### src/rtl/tpx3_shutter_seq_pkg.sv
// tpx3_shutter_seq_pkg: shared widths and sequencer state encoding
package tpx3_shutter_seq_pkg;
   localparam int TPX3_CNT_WIDTH = 32;
   localparam int TPX3_REP_WIDTH = 16;
   typedef enum logic [2:0] {
      ST_IDLE,
      ST_T0,
      ST_DELAY,
      ST_OPEN,
      ST_GAP,
      ST_FIN
   } state_t;
endpackage

### src/rtl/tpx3_seq_timer.sv
// tpx3_seq_timer: loadable down-counter, expired when it reaches zero
module tpx3_seq_timer #(
   parameter int W = 32
) (
   input  logic         i_clk,
   input  logic         i_rst,
   input  logic         i_load,
   input  logic         i_ce,
   input  logic [W-1:0] i_value,
   output logic         o_expired
);
   logic [W-1:0] r_cnt;
   always_ff @(posedge i_clk or posedge i_rst) begin
      if (i_rst) r_cnt <= '0;
      else if (i_load) r_cnt <= i_value;
      else if (i_ce && r_cnt != '0) r_cnt <= r_cnt - W'(1);
   end
   assign o_expired = (r_cnt == '0);
endmodule

### src/rtl/tpx3_shutter_seq.sv
// tpx3_shutter_seq: Timepix3 shutter / T0_Sync frame sequencer
module tpx3_shutter_seq
   import tpx3_shutter_seq_pkg::*;
#(
   parameter int CNT_WIDTH = TPX3_CNT_WIDTH,
   parameter int REP_WIDTH = TPX3_REP_WIDTH
) (
   input  logic                 CLK,
   input  logic                 RST,
   input  logic                 START,
   input  logic                 STOP,
   input  logic                 CONF_T0_EN,
   input  logic [CNT_WIDTH-1:0] CONF_DELAY,
   input  logic [CNT_WIDTH-1:0] CONF_WIDTH,
   input  logic [CNT_WIDTH-1:0] CONF_GAP,
   input  logic [REP_WIDTH-1:0] CONF_REPEAT,
   output logic                 SHUTTER,
   output logic                 T0_SYNC,
   output logic                 BUSY,
   output logic                 DONE,
   output logic [REP_WIDTH-1:0] FRAME_CNT
);
   state_t               r_state, w_next;
   logic [CNT_WIDTH-1:0] r_delay, r_width, r_gap;
   logic [REP_WIDTH-1:0] r_repeat, r_fc, w_fc_inc;
   logic [CNT_WIDTH-1:0] w_delay, w_width, w_gap, w_tval;
   logic                 r_shutter, r_t0, r_busy, r_done;
   logic                 w_shutter, w_t0, w_busy, w_done;
   logic                 w_go, w_exp, w_last, w_abort;
   // In IDLE the config is not latched yet, so timer loads must see the inputs
   assign w_delay  = (r_state == ST_IDLE) ? CONF_DELAY : r_delay;
   assign w_width  = (r_state == ST_IDLE) ? CONF_WIDTH : r_width;
   assign w_gap    = (r_state == ST_IDLE) ? CONF_GAP : r_gap;
   assign w_go     = (r_state == ST_IDLE) && START && !STOP;
   assign w_fc_inc = (r_fc == '1) ? r_fc : r_fc + REP_WIDTH'(1);
   assign w_last   = (r_repeat != '0) && (w_fc_inc == r_repeat);
   assign w_abort  = STOP && (r_state inside {ST_T0, ST_DELAY, ST_OPEN, ST_GAP});
   // Durations of zero still occupy one cycle, hence the clamp before the -1
   assign w_tval   = (w_next == ST_DELAY) ? w_delay - CNT_WIDTH'(1) :
                     (w_next == ST_OPEN)  ? ((w_width == '0) ? '0 : w_width - CNT_WIDTH'(1)) :
                                            ((w_gap == '0) ? '0 : w_gap - CNT_WIDTH'(1));
   tpx3_seq_timer #(.W(CNT_WIDTH)) u_timer (
      .i_clk     (CLK),
      .i_rst     (RST),
      .i_load    (w_next != r_state),
      .i_ce      (r_busy),
      .i_value   (w_tval),
      .o_expired (w_exp)
   );
   always_ff @(posedge CLK or posedge RST) begin
      if (RST) begin
         r_state   <= ST_IDLE;
         r_shutter <= 1'b0;
         r_t0      <= 1'b0;
         r_busy    <= 1'b0;
         r_done    <= 1'b0;
      end else begin
         r_state   <= w_next;
         r_shutter <= w_shutter;
         r_t0      <= w_t0;
         r_busy    <= w_busy;
         r_done    <= w_done;
      end
   end
   always_comb begin
      w_next = r_state;
      case (r_state)
         ST_IDLE:  if (w_go) w_next = CONF_T0_EN ? ST_T0 : ((CONF_DELAY != '0) ? ST_DELAY : ST_OPEN);
         ST_T0:    w_next = (r_delay != '0) ? ST_DELAY : ST_OPEN;
         ST_DELAY: if (w_exp) w_next = ST_OPEN;
         ST_OPEN:  if (w_exp) w_next = w_last ? ST_FIN : ST_GAP;
         ST_GAP:   if (w_exp) w_next = ST_OPEN;
         default:  w_next = ST_IDLE;
      endcase
      if (w_abort) w_next = ST_FIN;
   end
   always_comb begin
      w_shutter = (w_next == ST_OPEN);
      w_t0      = (w_next == ST_T0);
      w_busy    = !(w_next inside {ST_IDLE, ST_FIN});
      w_done    = (w_next == ST_FIN);
   end
   always_ff @(posedge CLK or posedge RST) begin
      if (RST) begin
         r_delay  <= '0;
         r_width  <= '0;
         r_gap    <= '0;
         r_repeat <= '0;
         r_fc     <= '0;
      end else if (w_go) begin
         r_delay  <= CONF_DELAY;
         r_width  <= CONF_WIDTH;
         r_gap    <= CONF_GAP;
         r_repeat <= CONF_REPEAT;
         r_fc     <= '0;
      end else if (r_state == ST_OPEN && w_exp && !STOP) begin
         r_fc     <= w_fc_inc;
      end
   end
   assign SHUTTER   = r_shutter;
   assign T0_SYNC   = r_t0;
   assign BUSY      = r_busy;
   assign DONE      = r_done;
   assign FRAME_CNT = r_fc;
endmodule
### config.mk
export PLATFORM = sky130hd
export DESIGN_NAME = tpx3_shutter_seq
export DESIGN_NICKNAME = d
export VERILOG_FILES = /design/src/rtl/tpx3_shutter_seq_pkg.sv /design/src/rtl/tpx3_seq_timer.sv /design/src/rtl/tpx3_shutter_seq.sv
export SDC_FILE = /design/constraint.sdc
export NUM_CORES = 1
export LEC_CHECK = 0
export CAP_MARGIN = 25
export CORE_AREA = 4 4 152 154
export DETAILED_ROUTE_END_ITERATION = 6
export DIE_AREA = 0 0 156 158
export GPL_ROUTABILITY_DRIVEN = 0
export PLACE_DENSITY_LB_ADDON = 0.2
export SYNTH_ARGS = -nofsm -noshare
export SYNTH_HDL_FRONTEND = slang
export SYNTH_SLANG_ARGS = --single-unit
### constraint.sdc
create_clock -name CLK -period 5.8 [get_ports CLK]
set_clock_uncertainty 0.15 [all_clocks]
set_input_delay 0.58 -clock CLK [delete_from_list [all_inputs] [get_ports CLK]]
set_output_delay 0.58 -clock CLK [all_outputs]
set_load 0.1 [all_outputs]
# After elaboration in Yosys (flattened, before gate mapping)
# Index checks and enable logic that the tools add are counted.
[totals] mem_bits_ro=0 memories=0 latchBits=0 ramBits=0 input_bits=117 out_inout_bits=20 reg_bits=167
[op_classes] n_eq_ne=11 n_mul=0 addsub=5 n_bitwise=0 div_mod_pow=0 n_shift=0 order_cmp=0 n_mux=21 n_reduce_logical=23
[op_table] op="$mux W32" count=9
[op_table] op="$sub A32 B1 Y32 const B" count=4
[op_table] op="$logic_not A32 Y1" count=3
[op_table] op="$reduce_bool A32 Y1" count=3
[op_table] op="$mux W16" count=3
[op_table] op="$add A16 B1 Y16 const B" count=1
[op_table] op="$eq A16 B16 Y1" count=1
[op_table] op="$eq A16 B16 Y1 const B" count=1
[op_table] op="$reduce_bool A16 Y1" count=1
[op_table] op="$eq A3 B2 Y1 const B" count=4
[op_table] op="$mux W3" count=4
[op_table] op="$pmux W3 S4" count=1
[op_table] op="$logic_and A1 B1 Y1" count=7
[op_table] op="$eq A3 B1 Y1 const B" count=2
[op_table] op="$eq A3 B3 Y1 const B" count=2
[op_table] op="$logic_not A3 Y1" count=2
[op_table] op="$reduce_bool A2 Y1" count=3
[op_table] op="$reduce_bool A4 Y1" count=1
[op_table] op="$mux W1" count=3
[op_table] op="$ne A3 B3 Y1" count=1
[op_table] op="$logic_not A1 Y1" count=2
[op_table] op="$mux W2" count=1
[op_table] op="$reduce_or A2 Y1" count=1

# Depth between registers and ports, before layout
# Gate-level depths: netlist (run 1).
[logic_depth] depth_word=12 ltp_mapped=21 depth_no_buf=11

# Cells and area by module
# From an unflattened synthesis (run 1), not the netlist that was laid out.
[unflattened] cells_unflattened=1603 area_unflattened_um2=12695.9
[by_module_without_submodules] mod="tpx3_shutter_seq" area_per_inst_um2=10522.6 n_inst=1 seq_area_each_um2=3378.2 cells_each=1377
[by_module_without_submodules] mod="tpx3_seq_timer" area_per_inst_um2=2173.3 n_inst=1 seq_area_each_um2=800.8 cells_each=226

# Worst setup path before layout (run 1)
# OpenSTA, ideal clock, no wires.
[synth_timing] path_kind="reg-to-reg" startpoint="register r_state[1]" endpoint="register u_timer.r_cnt[31]" path_stages_with_launch=21 required_time_ns=5.525 n_path_buf=10 arrival_time_ns=4.511 setup_time_ns=0.125 setup_slack_ns=1.014 cell_sequence="dfrtp_1 > buf_2 > nor3_4 > buf_4 > buf_4 > buf_2 > buf_2 > buf_2 > buf_2 > buf_2 > mux2i_1 > ha_1 > clkbuf_1 > nand4_1 > o22ai_1 > nand4_1 > nor2_1 > or3_1 > buf_2 > o211ai_1 > mux2_4"
[synth_via] elab_chain_len=10
[synth_rtl] item="start: declaration" line="tpx3_shutter_seq.sv:23" text="state_t r_state, w_next;"
[synth_rtl] item="start signal: assignment" line="tpx3_shutter_seq.sv:58" text="r_state <= w_next;"
[synth_rtl] item="parallel branches: the longest is 10 deep, another holds $sub A32 B1 Y32"
[synth_rtl] item="end signal: assignment" line="tpx3_seq_timer.sv:15" text="else if (i_load) r_cnt <= i_value;"
[synth_rtl] item="end signal: assignment" line="tpx3_seq_timer.sv:16" text="else if (i_ce && r_cnt != '0) r_cnt <= r_cnt - W'(1);"
[synth_rtl] item="end: declaration" line="tpx3_seq_timer.sv:12" text="logic [W-1:0] r_cnt;"
# Parallel ways; which one is timed is not known.
# A chain may end at the register's enable or synchronous reset.

# Worst setup path after layout (run 1)
[layout_timing] startpoint="register r_state[0]" endpoint="register u_timer.r_cnt[19]"
# Same word-level chain as after synthesis.

==> results by group, run 1 <==
Setup path
  – Data required, critical path: 5.97 ns
  – CP Cell Sequence: nor3_4 > buf_4 > mux2i_1 > nand4_1 > or3b_2 > o21a_1 > a221oi_1 > a21oi_1 > mux2_2
  – CP bufs+invs: 1
  – Crit path largest cell delay: between 0.8 and 0.9 ns
  – Worst path slowest cell: nor3_4
  – Worst Setup Start Kind: register
  – Crit Path Category: register to register
  – Delay-heaviest family, CP: simple AND/OR/NAND/NOR gates
  – CP Capture Type: register
  – Critical Path AT: 5.01 ns
  – Worst-path fanout max: 38

Logic synthesis
  – Syn Area/Cell: ~9.3 um^2
  – FFs w/ async S/R, synth: 100%
  – Area share of the largest cell type after synthesis: between 30% and 40%
  – Synth Cell Area: 12500 um^2
  – Ys flop type: dfrtp_1
  – Synth area leaders: dfrtp_1, mux2_2, mux2i_1
  – Syn Inst Count: 1346
  – Number of synthesized flops with an enable pin: 0
  – Yosys cell types: 86
  – Area leader, netlist: dfrtp_1
  – FF+latch count, synth: 167
  – Sequential area share after synthesis: between 30% and 40%
  – Synth warnings: 0
  – Syn Nets: 1469

GRT
  – Initial antenna violation count: 0
  – Tot GR Track Use: approximately 30%
  – First-pass GRT wire length: 58.9 mm
  – Gr ovfl total: 0
  – Vias in the first global route: 10900
  – Largest net degree at the start of global routing: 88

Clock tree
  – Worst skew pair latency: 0.44 ns
  – # clock sinks: approximately 170
  – H-tree levels: 4
  – CTS tree: yes
  – TritonCTS Buffers: 17
  – Post-CTS Resized: 0
  – Worst-case clock buffer depth: 2
  – Post-CTS Setup Bufs: 0
  – CTS clk-pin slew, worst paths: 0.07 ns
  – CTS root buf: clkbuf_16
  – CTS hold repair buffers: 0

Pwr
  – Power Internal: 4.18 mW
  – P_sw: 3.31 mW
  – Combinational share of power: 52.9%
  – Design Power: 7.49 mW
  – P per Cell Area: a little over 500 nW/um^2
  – Clock power frac: roughly 16%
  – Leakage Power: approximately 5.6 nW
  – Switching share of power: 44.2%
  – VDD IR max: 259 uV
  – Sequential power share: 31.2%

Drt
  – Via density: 6.49
  – Drc violations: 0
  – DR pass1 iterations: 6
  – Initial DRC Count: between 1000 and 1500
  – Drt wl/cell: 21.1 um
  – DRT antenna net count: 0
  – Via count: ~11000
  – Post-Route WL: about 37 mm

Timing
  – Tcrit/Tclk final: a little over four fifths
  – Final setup violation count: 0
  – Fmax: around 0.21 GHz
  – RSZ-0062 raised after global routing: no
  – Max-slew violation count: 0
  – Setup TNS: 0 ns
  – Slew of the pin with the lowest slew margin: 0.985 ns
  – Min Tclk post-route: 4.85 ns
  – Worst slew margin: approximately 34%
  – Setup slack after layout: about 0.95 ns
  – Hold Fails Final Rpt: 0

Cells and area
  – # nets final: 1567
  – Most common library cell in the layout ignoring fill and taps: dfrtp_1
  – Ant. Diodes: 0
  – Layout cells sized above 1: approximately 14%
  – Highest-count cells in the layout ignoring fill and taps: dfrtp_1, clkdlybuf4s50_1, nor2_1
  – Area growth from synthesis to layout: 17.1%

Die
  – # rows: 54
  – Placeable Area: around 22000 um^2
  – Die area: between 20000 and 25000 um^2
  – Die width: 156 um
  – Initial Utilization: 57.7%
  – I/O pin cnt: 137
  – Die H: roughly 160 um

Status
  – Status: completed

Job
  – Number of max-cap violations: 0

Place
  – Placement Setup Slack: 1.04 ns
  – Post-DP HPWL: 26.9 mm
  – # port buffers: 136

Hold path
  – Hold crit path type: register to register
==> sequential cells by signal, indices dropped and copies added, names as in the netlist <==
register / cells
r_delay: 32
r_gap: 32
r_width: 32
u_timer.r_cnt: 32
FRAME_CNT: 16
r_repeat: 16
r_state: 3
BUSY: 1
DONE: 1
SHUTTER: 1
T0_SYNC: 1
==> per-stage QoR <==
step	cell area (um^2)	util, %	instances	hold WS [ns]
floorplan	12500	-	1346	0.327
global placement	14100	64.8	1705	0.340
detailed placement	14100	64.8	1705	0.344
CTS	14700	67.6	1737	0.361
global route	14700	67.6	1737	0.376
finish	14700	67.6	1737	0.360
==> power by group through the flow <==
stage	Combinational, mW	Clock (mW)	Sequential [mW]
global placement	3.81	0	2.30
global route	4.28	1.25	2.41
floorplan	2.99	0	2.17
detailed placement	3.88	0	2.32
finish	3.97	1.19	2.34
CTS	3.91	1.20	2.31
==> layer usage <==
metal	routed length, um	share of wire (%)	global-route usage, %	vias up
li1	-	-	-	5181
met2	16100	44	44.9	608
met5	0	0	0	-
met1	16500	45	44.3	5419
met3	3240	8.9	5.74	63
met4	782	2.1	7.79	0
==> path summary, 6_finish.rpt <==
check	from	endpoint	slack, ns	depth (start not counted)
max	r_state[0]	u_timer.r_cnt[19]	0.95	9
min	r_width[12]	r_width[12]	0.36	1
max reg2reg	r_state[0]	u_timer.r_cnt[19]	0.95	9
min reg2reg	r_width[12]	r_width[12]	0.36	1
max in group asynchronous	RST	r_width[23]	3.90	3
min in group asynchronous	RST	r_width[2]	0.50	2
==> layout make-up <==
type                       count  area (um^2)
timing repair buffer         151         1510
multi-input combinational   1095         7960
clock buffer                  19          443
tap                          280          350
sequential                   167         4180
clock inverter                13          163
fill                        1686         7030
inverter                      12         50.0
==> cells by family after synthesis <==
| family | count (synthesis) | share of synthesized area [%] |
|---|---|---|
| AOI/OAI and AO/OA | 208 | 11.1 |
| muxes | 239 | 20.5 |
| and+or+nand+nor | 503 | 21.6 |
| buffers and inverters | 84 | 3.10 |
| xor gates and xnor gates | 139 | 9.73 |
| DFF | 167 | 33.4 |
| adders and majority gates | 6 | 0.600 |
==> synthesized netlist by cell type (4+ instances only) <==
cell type  instances
a211oi_1           5
and4_1             4
buf_1              4
or3_1             14
ha_1               6
nand3b_1           9
nand4b_1           4
o21ai_0           42
mux2_2           120
a311oi_1           6
o31a_1             6
o21a_1             4
xor2_1            67
nor3b_1            6
nand4_1           11
o2111ai_1          6
o31ai_1            9
dfrtp_1          167
a21oi_1           50
buf_2             27
o22ai_1           22
inv_1             12
or2_2              5
o211ai_1           5
a31oi_1            8
nor4b_1            6
clkbuf_1          33
xnor2_1           72
mux2i_1          115
nand2_1           84
nor4_1            43
and3_1             7
nor3_1            77
nand2b_1           7
mux2_4             4
or4_1             19
and2_1             7
buf_4              4
nand3_1           39
a221oi_1           7
a22oi_1            4
nor2_1           125
nor2b_1           11
==> worst reg2reg max path: stages, from the launching register on <==
cell      delay (ns)
dfrtp_1         0.62
nor3_4          0.86
buf_4           0.58
mux2i_1         0.37
nand4_1         0.26
or3b_2          0.66
o21a_1          0.47
a221oi_1        0.42
a21oi_1         0.07
mux2_2          0.27
Note: power is estimated with default switching activity, not from simulation.
==> run 2, diff against run 1 <==
==> constraint.sdc (replaced) <==
create_clock -name CLK -period 4.62 [get_ports CLK]
set_clock_uncertainty 0.15 [all_clocks]
set_input_delay 0.462 -clock CLK [delete_from_list [all_inputs] [get_ports CLK]]
set_output_delay 0.462 -clock CLK [all_outputs]
set_load 0.1 [all_outputs]
==> run 2 against run 1 <==
Largest cell class unchanged. Total power rose by 25%. Critical path type unchanged. Sequential share of layout area shrank 0.33 points. Largest power group unchanged. Design area increased by 1.2%. Core utilization rose by 0.80 points. First-iteration DRC count decreased by 4.7%.
==> results by group, run 2 (synthesis gave the netlist of run 1 again) <==
Place
  – Post-DP HPWL: roughly 27 mm
  – Placed Area: 14300 um^2
  – Placement Setup Slack: approximately 0.37 ns
  – # port buffers: 136

Pwr
  – P per Cell Area: 631 nW/um^2
  – Design Power: 9.36 mW
  – Leakage Power: 5.67 nW
  – VDD IR max: 399 uV

Die
  – # rows: 54
  – Die width: approximately 160 um
  – Placeable Area: 21700 um^2
  – Initial Utilization: 57.7%
  – Die area: 24600 um^2
  – Die H: 158 um
  – I/O pin cnt: 137

Timing
  – RSZ-0062 raised after global routing: no
  – Fmax: roughly 0.23 GHz
  – Tcrit/Tclk final: a little over nine tenths
  – Worst slew margin: 33.3%
  – Setup slack after layout: about 0.22 ns
  – WHS: 0.0961 ns
  – Final setup violation count: 0
  – Slew of the pin with the lowest slew margin: 0.997 ns
  – Max-slew violation count: 0
  – Min Tclk post-route: 4.40 ns
  – Hold Fails Final Rpt: 0
  – Setup TNS: 0 ns

Setup path
  – FF-to-FF End: u_timer.r_cnt[11]
  – Worst Setup Start Kind: register
  – Worst R2R Start: FRAME_CNT[0]
  – Crit Path Category: register to register
  – Worst-path fanout max: 14
  – CP Cell Sequence: ha_1 > nand3_2 > nor2_1 > a21oi_1 > xnor2_1 > o21ai_0 > or4_1 > or4b_4 > a21oi_4 > buf_4 > mux2i_1
  – CP bufs+invs: 1
  – Flop-to-flop setup slack: ~0.22 ns
  – Critical Path AT: 4.61 ns
  – Worst path slowest cell: or4_1
  – Crit path largest cell delay: about 0.55 ns
  – Worst R2R Path Depth: 11
  – CP Capture Type: register
  – Data required, critical path: 4.83 ns
  – Delay-heaviest family, CP: simple AND/OR/NAND/NOR gates

Clock tree
  – CTS clk-pin slew, worst paths: 0.07 ns
  – TritonCTS Buffers: 17
  – Worst skew pair latency: 0.45 ns
  – Post-CTS Resized: 0
  – Worst-case clock buffer depth: 2
  – Post-CTS Setup Bufs: 0
  – H-tree levels: 4
  – CTS tree: yes
  – CTS hold repair buffers: 0
  – # clock sinks: 167
  – CTS root buf: clkbuf_16

Drt
  – DRT antenna net count: 0
  – Drc violations: 0
  – Initial DRC Count: ~1200
  – DR pass1 iterations: 6
  – Drt wl/cell: 20.7 um
  – Via count: 11300
  – Post-Route WL: 36.4 mm
  – Via density: 6.42

GRT
  – Busiest grt layer: met2
  – First-pass GRT wire length: 58.0 mm
  – Met2 Use GR: 44.3%
  – GR Util met3: ~5.3%
  – Tot GR Track Use: 29.5%
  – M1 GR Usage: 43.7%
  – Initial antenna violation count: 0
  – Largest net degree at the start of global routing: 73
  – Gr ovfl total: 0
  – Vias in the first global route: 10700

Cells and area
  – Post-route cell area: 14800 um^2
  – Area growth from synthesis to layout: 18.5%
  – Ant. Diodes: 0
  – # nets final: 1595
  – Highest-count cells in the layout ignoring fill and taps: dfrtp_1, clkdlybuf4s50_1, nor2_1
  – Layout cells sized above 1: between 10% and 20%
  – Most common library cell in the layout ignoring fill and taps: dfrtp_1

Status
  – Status: completed

Job
  – Number of max-cap violations: 0

Hold path
  – Hold crit path type: input port to async pin
==> run 2: changes by cell type in the layout (fill, tap and decap cells not counted) <==
cell / previous run / this run
buf_12: 3 / 4
buf_4: 12 / 39
bufinv_16: 2 / 1
clkbuf_1: 1 / 0
clkbuf_8: 1 / 0
clkinv_2: 0 / 1
clkinvlp_4: 1 / 5
inv_6: 4 / 3
inv_8: 3 / 0
o22ai_1: 22 / 21
o22ai_2: 0 / 1
==> run 2: area by class of cell <==
cell class,count,area [um^2]
inverters,12,48.8
multi-input cells,1095,7970
flip-flops and latches,167,4180
well taps,280,350
fillers,1669,6850
repair buffers,179,1730
clock inverters,13,126
clock buffers,17,425
==> run 2: where the power goes <==
group	total, mW	internal, mW	switching (mW)	leakage [nW]
Sequential	2.88	2.15	0.732	2.04
Combinational	5.09	2.35	2.74	3.37
Clock	1.39	0.742	0.645	0.258
==> run 2: worst max path at each step <==
stage	cells past startpoint	startpoint	slack, ns	to
2_1_floorplan	20	r_state[1]	0.05	u_timer.r_cnt[31]
3_5_place_dp	11	FRAME_CNT[0]	0.37	u_timer.r_cnt[8]
6_report	11	FRAME_CNT[0]	0.22	u_timer.r_cnt[11]
3_3_place_gp	11	FRAME_CNT[0]	0.45	u_timer.r_cnt[9]
4_1_cts	11	FRAME_CNT[1]	0.35	u_timer.r_cnt[11]
5_1_grt	11	FRAME_CNT[0]	0.07	u_timer.r_cnt[8]
==> run 2: routing by layer <==
metal | routed length (um) | vias up
li1 | - | 5221
met1 | 16500 | 5478
met2 | 16100 | 544
met3 | 2900 | 68
met4 | 887 | 0
met5 | 0 | -
==> run 2: worst reg2reg max path: cells and delay by family (launching register included) <==
family	cells	cell delay, ns
AOI/OAI and AO/OA	3	0.79
xor gates and xnor gates	1	0.17
adders and majority gates	1	0.39
buffers and inverters	1	0.34
DFF	1	0.49
muxes	1	0.22
and+or+nand+nor	4	1.77
==> run 2: through the flow <==
step / cells / utilization (%)
finish: 1763 / 68.4
CTS: 1762 / 68.3
detailed placement: 1732 / 65.8
global route: 1763 / 68.4
global placement: 1732 / 65.8
floorplan: 1346 / -
